### config.mk
export PLATFORM = sky130hd
export DESIGN_NAME = spi_xfer_seq
export DESIGN_NICKNAME = d
export VERILOG_FILES = /design/src/rtl/spi_xfer_seq_pkg.sv /design/src/rtl/spi_xfer_seq.sv
export SDC_FILE = /design/constraint.sdc
export NUM_CORES = 1
export LEC_CHECK = 0
export BUFFER_PORTS_ARGS = -buffer_cell sky130_fd_sc_hd__buf_4
export CAP_MARGIN = 40
export CORE_MARGIN = 2
export CORE_UTILIZATION = 58
export CTS_CLUSTER_DIAMETER = 100
export DETAILED_ROUTE_END_ITERATION = 10
export MAX_ROUTING_LAYER = met4
export PLACE_DENSITY = 0.86
export SLEW_MARGIN = 20
export SYNTH_ARGS = -nofsm -noshare
export SYNTH_HDL_FRONTEND = slang
export SYNTH_SLANG_ARGS = --single-unit
export TNS_END_PERCENT = 20
### constraint.sdc
create_clock -name clock -period 4.71 [get_ports clock]
set_input_delay 0.942 -clock clock [delete_from_list [all_inputs] [get_ports clock]]
set_output_delay 0.942 -clock clock [all_outputs]
set_load 0.005 [all_outputs]
### src/rtl/spi_xfer_seq_pkg.sv
// Shared types and constants for the SPI transaction sequencer.
// Opcodes cover the common serial-flash commands issued through it.
package spi_xfer_seq_pkg;

    typedef enum logic [2:0] {
        ST_IDLE  = 3'd0,
        ST_CMD   = 3'd1,
        ST_ADDR  = 3'd2,
        ST_DUMMY = 3'd3,
        ST_DATA  = 3'd4,
        ST_DRAIN = 3'd5
    } state_t;

    localparam logic [7:0] OP_READ      = 8'h03;
    localparam logic [7:0] OP_FAST_READ = 8'h0B;
    localparam logic [7:0] OP_PP        = 8'h02;
    localparam logic [7:0] OP_RDSR      = 8'h05;
    localparam logic [7:0] OP_WREN      = 8'h06;
    localparam logic [7:0] OP_SE        = 8'h20;

    localparam logic [7:0] FILL_BYTE    = 8'hFF;

    function automatic logic [2:0] clamp_addr_n(input logic [2:0] n);
        return (n > 3'd4) ? 3'd4 : n;
    endfunction

endpackage

### src/rtl/spi_xfer_seq.sv
// Sequences one framed SPI transaction (opcode, address, dummy, data) into spi_master.
// Latency: next byte offered on the edge after m_get; read bytes appear one cycle after m_put.
// Backpressure: tx paced by m_get, write data by wr_valid/wr_ready; read stream has none.
module spi_xfer_seq
    import spi_xfer_seq_pkg::*;
#(
    parameter int LW = 16
) (
    input  logic          clock,
    input  logic          reset,
    input  logic          start,
    input  logic [7:0]    op,
    input  logic [31:0]   addr,
    input  logic [2:0]    addr_n,
    input  logic [3:0]    dummy_n,
    input  logic [LW-1:0] len,
    input  logic          wr,
    input  logic [7:0]    wr_data,
    input  logic          wr_valid,
    output logic          wr_ready,
    output logic [7:0]    rd_data,
    output logic          rd_valid,
    output logic          busy,
    output logic          done,
    output logic          underrun,
    output logic [7:0]    m_in,
    input  logic          m_get,
    output logic          m_empty,
    input  logic [7:0]    m_out,
    input  logic          m_put
);

    localparam int CW = LW + 5;

    state_t        state;
    logic [31:0]   addr_q;
    logic [2:0]    an_q;
    logic          wr_q;
    logic [CW-1:0] hdr_n;
    logic [CW-1:0] tx_total;
    logic [CW-1:0] tx_cnt;
    logic [CW-1:0] rx_cnt;

    logic          take;
    logic [CW-1:0] tx_next;
    logic          next_last;
    logic          next_data;
    logic          next_addr;
    logic [1:0]    addr_sel;
    logic [7:0]    addr_byte;

    // tx_next is the index of the byte to offer once the current one is taken
    assign take      = m_get && !m_empty;
    assign tx_next   = tx_cnt + CW'(1);
    assign next_last = (tx_next == tx_total);
    assign next_data = (tx_next >= hdr_n);
    assign next_addr = (tx_next <= CW'(an_q));
    assign addr_sel  = an_q[1:0] - tx_next[1:0];
    assign addr_byte = addr_q[{addr_sel, 3'b000} +: 8];

    assign wr_ready  = !reset && take && !next_last && next_data && wr_q && wr_valid;

    always_ff @(posedge clock) begin
        if (reset) begin
            state    <= ST_IDLE;
            addr_q   <= '0;
            an_q     <= '0;
            wr_q     <= 1'b0;
            hdr_n    <= '0;
            tx_total <= '0;
            tx_cnt   <= '0;
            rx_cnt   <= '0;
            m_in     <= 8'h00;
            m_empty  <= 1'b1;
            busy     <= 1'b0;
            done     <= 1'b0;
            underrun <= 1'b0;
            rd_data  <= 8'h00;
            rd_valid <= 1'b0;
        end else begin
            done     <= 1'b0;
            rd_valid <= 1'b0;

            if (state != ST_IDLE && m_put) begin
                rx_cnt <= rx_cnt + CW'(1);
                if (!wr_q && rx_cnt >= hdr_n) begin
                    rd_data  <= m_out;
                    rd_valid <= 1'b1;
                end
            end

            case (state)
                ST_IDLE: begin
                    if (start) begin
                        addr_q   <= addr;
                        an_q     <= clamp_addr_n(addr_n);
                        wr_q     <= wr;
                        hdr_n    <= CW'(1) + CW'(clamp_addr_n(addr_n)) + CW'(dummy_n);
                        tx_total <= CW'(1) + CW'(clamp_addr_n(addr_n)) + CW'(dummy_n) + CW'(len);
                        tx_cnt   <= '0;
                        rx_cnt   <= '0;
                        underrun <= 1'b0;
                        busy     <= 1'b1;
                        m_in     <= op;
                        m_empty  <= 1'b0;
                        state    <= ST_CMD;
                    end
                end

                // Wait for every byte on the wire to come back before ending the frame
                ST_DRAIN: begin
                    if (rx_cnt == tx_cnt) begin
                        done  <= 1'b1;
                        busy  <= 1'b0;
                        state <= ST_IDLE;
                    end
                end

                default: begin
                    if (take) begin
                        tx_cnt <= tx_next;
                        if (next_last) begin
                            m_empty <= 1'b1;
                            state   <= ST_DRAIN;
                        end else if (next_data) begin
                            if (!wr_q) begin
                                m_in  <= FILL_BYTE;
                                state <= ST_DATA;
                            end else if (wr_valid) begin
                                m_in  <= wr_data;
                                state <= ST_DATA;
                            end else begin
                                underrun <= 1'b1;
                                m_empty  <= 1'b1;
                                state    <= ST_DRAIN;
                            end
                        end else if (next_addr) begin
                            m_in  <= addr_byte;
                            state <= ST_ADDR;
                        end else begin
                            m_in  <= FILL_BYTE;
                            state <= ST_DUMMY;
                        end
                    end
                end
            endcase
        end
    end

endmodule

==> impl_metrics.toml <==
[synthesis]
netlist_instances = 875
synth-edff-count = 0
netlist.area_leader.share_pct = 35.2
syn_area_per_cell_um2 = 8.06
async_flop_share_pct = 0
yosys.cell_types.count = 60
syn_nets = 987
yosysTopAreaCell = "dfxtp_1"
synth_area_um2 = 7060
synth_area_leaders = "dfxtp_1 35%, nand2_1 6.6%, xor2_1 6.1%"
synth-seq-cells = 124
synth_ff_type = "dfxtp_1"
ys_seq_area_share_pct = 35.2
yosysWarnings = 0

[setup_path]
r2r-start = "tx_cnt[1]"
crit_required_ps = 3770
slowest_delay_ps = 490
crit_path_start_kind = "flop"
cp.arrival_ps = 3410
end_kind = "output pin"
critPathKind = "flop to output pin"
crit_chain = "ha_1 -> nand3_1 -> nor3_1 -> xnor2_1 -> o211ai_1 -> nor4_1 -> nand3b_1 -> nand4b_1 -> nor3b_1 -> buf_4"
rr_endpoint = "m_in[2]"
r2r_slack_ps = 1120
slowest_stage = "nor4_1"
worst_r2r_path_depth = 10
path_max_fanout = 7

[die]
io_pins = 108
die_w_um = 114
die_area_um2 = 13100
start_util_pct = 59.0
placementRows = 40
dieHeight_um = 114
core_region_area_um2 = 12000

[global_routing]
grt_max_degree = 70
grt_util_all_layers_pct = 28.9
first_global_vias = 6081
globalRouteMet3Util_pct = 5.19
grt_antenna_before_repair = 0
top_usage_layer = "met2"
grt_use_met2_pct = 43.8
grt-ovfl-total = 0
grt_pass1_wl_um = 29200
use_met1_pct = 37.6

[sta]
holdWs_ps = 444
maxSlewViolCount = 0
tightest_slew_ps = 864
post-route-min-period_ps = 4360
fin_ws_ps = 354
hold_viol_final = 0
relSlewSlack_pct = 41.9
post-route-period-util_pct = 92.5
setup-tns-final_ps = 0
finClkSkew_ps = 10.1
rsz0062_at_grt = "false"
setup_viol = 0
fmax_mhz = 230

[clocking]
numCtsBuffers = 17
cts_tree = "built"
htreeDepth = 4
cts.clk_slew.worst_paths_ps = 60
cts_num_sinks = 124
post_cts_buffers = 0
clk_path_buf_depth = 2
cts_root_buf = "clkbuf_16"
insertion_delay_ps = 420

[cells_and_area]
nFillCells = 930
synthToLayoutAreaGrowth_pct = 20.9
layout.nets = 1062
drive_gt1_share_pct = 17.3
num_antenna_cells = 0
utilization_pct = 71.3

[placed_design]
port_buffers = 107
hpwl_um = 12600
dp_worst_setup_slack_ps = 899
gp_congestion = 0.971

[power_and_ir_drop]
vdd_drop_max_mv = 0.290
p_total_w = 0.00443
power_leakage_nw = 3.54
pwr_density_cell_nw_per_um2 = 519

[worst_hold_path]
min_path_type = "flop to flop"
min_path_cells = 2
hp-start = "underrun"
worstHoldEndpoint = "underrun"

[detailed_routing]
firstDrtPassIters = 5
first_iter_violations = 676
vias_per_cell = 5.92
drt_wl_total_um = 17900
drc_errors = 0
dr_total_vias = 6563
wl_per_cell_um = 16.1
postRouteAntennaNets = 0

[job]
maxCapViolations = 0

[run_status]
run_status = "completed"
-- metal layers --
metal  up-vias  routed length, µm
li1       3202                  -
met1      3022               7810
met2       283               8270
met3        56               1160
met4         0                623
met5         -                  0
-- cells in the mapped netlist (13+ instances only) --
cell type and number:
nand2_1 125, dfxtp_1 124, nor2_1 96, a21oi_1 82
xor2_1 49, clkbuf_1 42, xnor2_1 38, ha_1 24
inv_1 23, nand3_1 23, o21ai_0 23, mux2i_1 17
nor4_1 16, a211oi_1 15, nand4_1 14, nor3_1 14
nand2b_1 13
-- logic make-up after synthesis --
logic type,after synthesis,share of synthesized area (%)
simple gates,367,25.2
compound gates,162,14.0
flops,124,35.2
xor+xnor,87,10.8
buf+inv,83,4.79
mux,26,5.12
fa+ha+maj,26,4.82
-- how the worst max path moves through the flow --
stage | start | to | depth (start not counted)
final | tx_cnt[1] | wr_ready | 10
after global routing | tx_cnt[1] | wr_ready | 10
after CTS | tx_cnt[4] | wr_ready | 9
after detailed placement | tx_cnt[4] | wr_ready | 9
after global placement | addr_n[2] | tx_total[14] | 15
after floorplan | addr_n[2] | tx_total[14] | 13
-- power by group --
part,internal (W),leakage [nW],switching (W)
Clock,0.000962,0.316,0.000464
Combinational,0.000690,2.21,0.000925
Sequential,0.00124,1.01,0.000142
Total,0.00290,3.54,0.00153
-- registers in the layout, summed over array words and instances, names as in the netlist --
register / flops
addr_q: 32
rx_cnt: 21
tx_cnt: 21
tx_total: 17
m_in: 8
rd_data: 8
hdr_n: 5
an_q: 3
state: 3
busy: 1
done: 1
m_empty: 1
rd_valid: 1
underrun: 1
wr_q: 1
-- metrics by stage --
stage,instance area (µm²),std cells
detailed placement,7880,1078
floorplan,7060,875
CTS,8530,1109
finish,8530,1109
global route,8530,1109
global placement,7850,1076
-- layout by cell type, fill, tap and decap left out, types with 12 or more instances in the layout --
master,count
ha_1,24
dfxtp_1,124
nor3_1,13
nand2b_1,13
mux2i_1,17
nand3_1,23
clkbuf_16,17
and3_1,12
nand2_1,125
nor4_1,16
a211oi_1,15
xnor2_1,38
nor2_1,96
inv_1,23
a21oi_1,82
xor2_1,49
o21ai_0,23
nand4_1,14
buf_4,115
-- worst max-delay path, delay by kind of cell (launching register included) --
family	cells	cell delay, ps
AO/OA/AOI/OAI	1	90
XOR/XNOR	1	170
adder cells (fa/ha/maj)	1	300
buffers and inverters	1	150
flip-flops	1	460
AND/OR/NAND/NOR	6	1820
-- cell type report --
class | instances | area, µm² | share of cell area [%]
clock buffers | 20 | 457 | 5.35
flip-flops and latches | 124 | 2480 | 29.1
repair buffers | 116 | 891 | 10.4
multi-input cells | 668 | 4240 | 49.7
clock inverters | 11 | 190 | 2.23
well taps | 147 | 184 | 2.16
inverters | 23 | 86.3 | 1.01
-- repair_timing --
item,CTS,global route
endpoints found under the setup margin,0,1
hold buffers,0,0
gates resized for setup,0,1
Power figures use the tool's default switching activity.
